**src/rtl/rr_mux4_arbiter_pkg.sv**
```systemverilog
// Shared definitions for the 4-requester round-robin mux arbiter:
// requester count, FSM state encoding and the grant-to-select encoder.
package rr_mux4_arbiter_pkg;

  localparam int NUM_REQ = 4;

  typedef enum logic {
    ST_IDLE  = 1'b0,
    ST_GRANT = 1'b1
  } state_e;

  // A one-hot grant maps onto the two mux select lines; a zero grant yields 00.
  function automatic logic [1:0] onehot_to_sel(input logic [3:0] oh);
    logic [1:0] sel;
    sel[0] = oh[1] | oh[3];
    sel[1] = oh[2] | oh[3];
    return sel;
  endfunction

endpackage

```
**src/rtl/rr_mux4_arbiter_mux.sv**
```systemverilog
// DATA_W-wide 4:1 data multiplexer, steered by the registered select lines.
module rr_mux4 #(
  parameter int W = 8
) (
  input  logic [W-1:0] d0,
  input  logic [W-1:0] d1,
  input  logic [W-1:0] d2,
  input  logic [W-1:0] d3,
  input  logic         sel1,
  input  logic         sel0,
  output logic [W-1:0] y
);

  always_comb begin
    case ({sel1, sel0})
      2'b00:   y = d0;
      2'b01:   y = d1;
      2'b10:   y = d2;
      default: y = d3;
    endcase
  end

endmodule

```
**src/rtl/rr_mux4_arbiter_pick.sv**
```systemverilog
// Rotating-priority picker: the first requester at or after ptr, modulo 4,
// wins the arbitration.
module rr_pick4 (
  input  logic [3:0] req,
  input  logic [1:0] ptr,
  output logic [1:0] winner,
  output logic       any
);

  // Scan from lowest to highest priority so that the last hit is the best one.
  always_comb begin
    winner = ptr;
    for (int k = 3; k >= 0; k--) begin
      if (req[ptr + 2'(k)]) begin
        winner = ptr + 2'(k);
      end
    end
  end

  assign any = |req;

endmodule

```
**src/rtl/rr_mux4_arbiter.sv**
```systemverilog
// Round-robin arbiter for four requesters sharing one valid/ready channel.
// Grants are bounded bursts, and hand-over to the next owner has no bubble.
module rr_mux4_arbiter
  import rr_mux4_arbiter_pkg::*;
#(
  parameter int DATA_W    = 8,
  parameter int MAX_BURST = 4
) (
  input  logic              clk,
  input  logic              rst_n,
  input  logic [3:0]        req,
  input  logic [DATA_W-1:0] in0,
  input  logic [DATA_W-1:0] in1,
  input  logic [DATA_W-1:0] in2,
  input  logic [DATA_W-1:0] in3,
  input  logic              out_ready,
  output logic              out_valid,
  output logic [DATA_W-1:0] out_data,
  output logic              sel1,
  output logic              sel0,
  output logic [3:0]        gnt,
  output logic [3:0]        ack
);

  localparam logic [3:0] LAST_BEAT = 4'(MAX_BURST - 1);

  state_e            state_q, state_d;
  logic [3:0]        gnt_q, gnt_d;
  logic [1:0]        sel_q, sel_d;
  logic [1:0]        ptr_q, ptr_d;
  logic [3:0]        cnt_q, cnt_d;

  logic [1:0]        owner;
  logic [1:0]        pick_ptr;
  logic [1:0]        winner;
  logic              any;
  logic [3:0]        win_oh;
  logic              in_grant;
  logic              xfer;
  logic              rel;
  logic [DATA_W-1:0] mux_y;

  assign owner    = sel_q;
  assign in_grant = (state_q == ST_GRANT);

  // While granted, the picker already looks from owner+1 so a release can
  // re-arbitrate in the same edge; the old owner naturally ranks last.
  assign pick_ptr = in_grant ? owner + 2'd1 : ptr_q;

  rr_pick4 u_pick (
    .req    (req),
    .ptr    (pick_ptr),
    .winner (winner),
    .any    (any)
  );

  rr_mux4 #(
    .W (DATA_W)
  ) u_mux (
    .d0   (in0),
    .d1   (in1),
    .d2   (in2),
    .d3   (in3),
    .sel1 (sel_q[1]),
    .sel0 (sel_q[0]),
    .y    (mux_y)
  );

  assign win_oh    = 4'b0001 << winner;
  assign out_valid = in_grant & req[owner];
  assign out_data  = out_valid ? mux_y : '0;
  assign xfer      = out_valid & out_ready;
  assign ack       = gnt_q & {NUM_REQ{xfer}};
  assign rel       = in_grant & ((xfer & (cnt_q == LAST_BEAT)) | ~req[owner]);

  assign gnt  = gnt_q;
  assign sel1 = sel_q[1];
  assign sel0 = sel_q[0];

  always_comb begin
    state_d = state_q;
    gnt_d   = gnt_q;
    sel_d   = sel_q;
    ptr_d   = ptr_q;
    cnt_d   = cnt_q;
    case (state_q)
      ST_IDLE: begin
        if (any) begin
          state_d = ST_GRANT;
          gnt_d   = win_oh;
          sel_d   = onehot_to_sel(win_oh);
          cnt_d   = 4'd0;
        end
      end
      ST_GRANT: begin
        if (rel) begin
          ptr_d = owner + 2'd1;
          cnt_d = 4'd0;
          if (any) begin
            gnt_d = win_oh;
            sel_d = onehot_to_sel(win_oh);
          end else begin
            state_d = ST_IDLE;
            gnt_d   = 4'b0000;
          end
        end else if (xfer) begin
          cnt_d = cnt_q + 4'd1;
        end
      end
      default: begin
        state_d = ST_IDLE;
        gnt_d   = 4'b0000;
      end
    endcase
  end

  always_ff @(posedge clk or negedge rst_n) begin
    if (!rst_n) begin
      state_q <= ST_IDLE;
      gnt_q   <= 4'b0000;
      sel_q   <= 2'b00;
      ptr_q   <= 2'b00;
      cnt_q   <= 4'd0;
    end else begin
      state_q <= state_d;
      gnt_q   <= gnt_d;
      sel_q   <= sel_d;
      ptr_q   <= ptr_d;
      cnt_q   <= cnt_d;
    end
  end

endmodule

```
**config.mk**
```make
export PLATFORM = sky130hd
export DESIGN_NAME = rr_mux4_arbiter
export DESIGN_NICKNAME = d
export VERILOG_FILES = /design/src/rtl/rr_mux4_arbiter_pkg.sv /design/src/rtl/rr_mux4_arbiter_mux.sv /design/src/rtl/rr_mux4_arbiter_pick.sv /design/src/rtl/rr_mux4_arbiter.sv
export SDC_FILE = /design/constraint.sdc
export NUM_CORES = 1
export LEC_CHECK = 0
export CELL_PAD_IN_SITES_DETAIL_PLACEMENT = 0
export CELL_PAD_IN_SITES_GLOBAL_PLACEMENT = 2
export CORE_MARGIN = 8
export CORE_UTILIZATION = 23
export CTS_CLUSTER_DIAMETER = 120
export DETAILED_ROUTE_END_ITERATION = 7
export PLACE_DENSITY_LB_ADDON = 0.3
export SLEW_MARGIN = 40
export SYNTH_ARGS = -nofsm -noshare
export SYNTH_HDL_FRONTEND = slang
export SYNTH_SLANG_ARGS = --single-unit
```
**constraint.sdc**
```tcl
create_clock -name clk -period 5.2 [get_ports clk]
set_input_delay 1.04 -clock clk [delete_from_list [all_inputs] [get_ports clk]]
set_output_delay 1.04 -clock clk [all_outputs]
set_load 0.05 [all_outputs]
```
==> impl_metrics.ini <==
[clock_network]
hold_buffers = 0
clockRootBuffer = clkbuf_8
h-tree-depth = 1
post_cts_buffers = 0
cts_tree = built
path_clk_slew_ns = 0.06
cts_sinks = 13
clockBufferDepth = 2
cts_buffers = 3
clk_latency_ns = 0.25
ctsResizeCount = 0

[yosys]
yosys.area.top_type = dfrtp_1
syn-cell-area_um2 = 1090
yosys_warnings = 0
yosysMostFrequentCell = nor2_1
async_reset_ff_share_pct = 100
synth_top_cell_area_share_pct = 29.8
yosysSeqAreaShare_pct = 29.8
netlist_top_cells_area = dfrtp_1, nor2_1, a222oi_1, ha_1, a21oi_1
synth_cells = 125
synthesis.nets = 169
synth_edf_count = 0
ys_ff_latch = 13
ys_types = 43
synth-main-ff-cell = dfrtp_1
syn_avg_cell_area_um2 = 8.73
synth_commonest_cells = nor2_1, dfrtp_1, a21oi_1, nand2_1, a222oi_1

[die]
num_io_pins = 58
die_x_um = 84.9
die_y_um = 84.9
die_area_um2 = 7200
placementRows = 25
start_util_pct = 23.4
coreArea_um2 = 4660

[grt]
grt_pass1_wl_um = 6150
grt_max_degree = 17
gr-total-overflow = 0
grt.total_usage_pct = 10.4
grt_pass1_vias = 1206
antenna_found_initial = 0

[placed_design]
gp_congestion = 0.788
preCtsSetupSlack_ns = 0.941
place_hpwl_um = 2900
port_buffers = 57

[cells_and_area]
diodes = 0
fillers = 475
drive_gt1_share_pct = 10.2
multiInputGateArea_um2 = 697
final_nets = 222
areaGrowthSynthToFinish_pct = 57.8
register_area_um2 = 325

[timing]
relSlewSlack_pct = 59.7
hold_violations = 0
finalMaxSlewViolations = 0
setup_ws_ns = 0.932
timing.final.crit_share_pct = 82.1
finalSetupViolCount = 0
rsz0062_at_grt = false
period_needed_ns = 4.27
worst_pin_slew_ns = 0.602
timing.fmax_mhz = 234
finClkSkew_ns = 0.00572
fin_setup_tns_ns = 0

[worst_setup_path]
slowest_delay_ns = 0.81
cp_max_fo = 16
crit_chain = clkdlybuf4s50_1, mux2i_1, o22a_2, inv_2, and3_1, clkdlybuf4s50_1
crit_top_cell = clkdlybuf4s50_1
rrSetupSlack_ns = 3.12
start_kind = input port
end_kind = primary output
cp.arrival_ns = 3.23
worstPathRequired_ns = 4.16
crit_path_top_delay_cell = clkdlybuf4s50_1
worstSetupPathType = in -> out

[route]
dr_total_vias = 1156
routedWlPerCell_um = 15.9
drt_iter0_drc = 47
routed_wl_um = 3680
first_pass_iters = 4
ant_nets = 0
drc_errors = 0
viasPerCell = 5.00

[job]
cap_violations = 0

[outcome]
outcome = completed

[pwr]
p_leak_nw = 0.705
powerDensity_nw_per_um2 = 610
irDropWorstVdd_mv = 0.264

[worst_hold_path]
min_path_type = reg -> reg
area by class of cell:
type / count / area share, %
Multi-Input combinational cell: 99 / 40.5
Clock inverter: 1 / 0.291
Clock buffer: 3 / 2.40
Timing Repair Buffer: 57 / 33.1
Sequential cell: 13 / 18.9
Tap cell: 54 / 3.92
Inverter: 4 / 0.872
kinds of logic (layout without fill, tap and decap cells):
logic type,count (synthesis),in the layout,share of synthesized area [%]
and+or+nand+nor,46,46,21.7
AOI/OAI and AO/OA,42,42,29.5
DFF,13,13,29.8
buffers and inverters,13,65,6.31
muxes,6,6,7.00
adders and majority gates,5,5,5.73
layout by cell type, fill, tap and decap left out, types with 2 or more instances in the layout:
| cell type | instances |
|---|---|
| a21oi_1 | 10 |
| a222oi_1 | 8 |
| a22o_1 | 4 |
| a31oi_1 | 4 |
| and3_1 | 4 |
| clkbuf_8 | 3 |
| clkdlybuf4s50_1 | 57 |
| dfrtp_1 | 13 |
| ha_1 | 5 |
| inv_1 | 3 |
| mux2_2 | 3 |
| mux2i_1 | 2 |
| nand2_1 | 9 |
| nand2b_1 | 2 |
| nor2_1 | 22 |
| o21ai_1 | 3 |
state kept, by name (all words and copies together) (netlist names):
| register | count |
|---|---|
| cnt_q | 4 |
| gnt | 4 |
| owner | 2 |
| ptr_q | 2 |
| in_grant | 1 |
power breakdown:
part	leakage, nW	switching [mW]	internal, mW
registers	0.163	0.0424	0.137
clock network	0.0255	0.0407	0.0531
logic	0.516	0.480	0.297
metrics by stage:
step | hold WS, ns | utilization [%] | std cells | power, mW | instance area, um2
3_5_place_dp | 0.512 | 35.9 | 227 | 0.964 | 1680
3_3_place_gp | 0.520 | 35.9 | 227 | 0.962 | 1680
4_1_cts | 0.534 | 36.9 | 231 | 1.06 | 1720
2_1_floorplan | 0.492 | - | 125 | 0.734 | 1090
6_report | 0.530 | 36.9 | 231 | 1.05 | 1720
5_1_grt | 0.577 | 36.9 | 231 | 1.13 | 1720
routing by layer:
| metal | part of all wire, % | vias to the layer above | track usage [%] | wire, um |
|---|---|---|---|---|
| li1 | - | 573 | - | - |
| met1 | 48 | 527 | 13.2 | 1780 |
| met2 | 42 | 52 | 16.6 | 1540 |
| met3 | 9.0 | 4 | 2.80 | 330 |
| met4 | 1.0 | 0 | 3.40 | 38 |
| met5 | 0 | - | 0 | 0 |
worst max-delay path, delay by kind of cell:
family,cells,cell delay (ns)
compound gates,1,0.38
buf+inv,3,1.51
mux,1,0.13
simple gates,1,0.16
worst paths after layout:
check / startpoint / endpoint / depth (start not counted)
setup / recovery: req[3] / ack[1] / 6
hold / removal: gnt[2] / gnt[2] / 2
setup reg to reg: owner[0] / gnt[3] / 7
hold reg to reg: gnt[2] / gnt[2] / 2
max in group asynchronous: rst_n / gnt[3] / 1
min in group asynchronous: rst_n / ptr_q[1] / 1
Note: power is estimated with default switching activity, not from simulation.
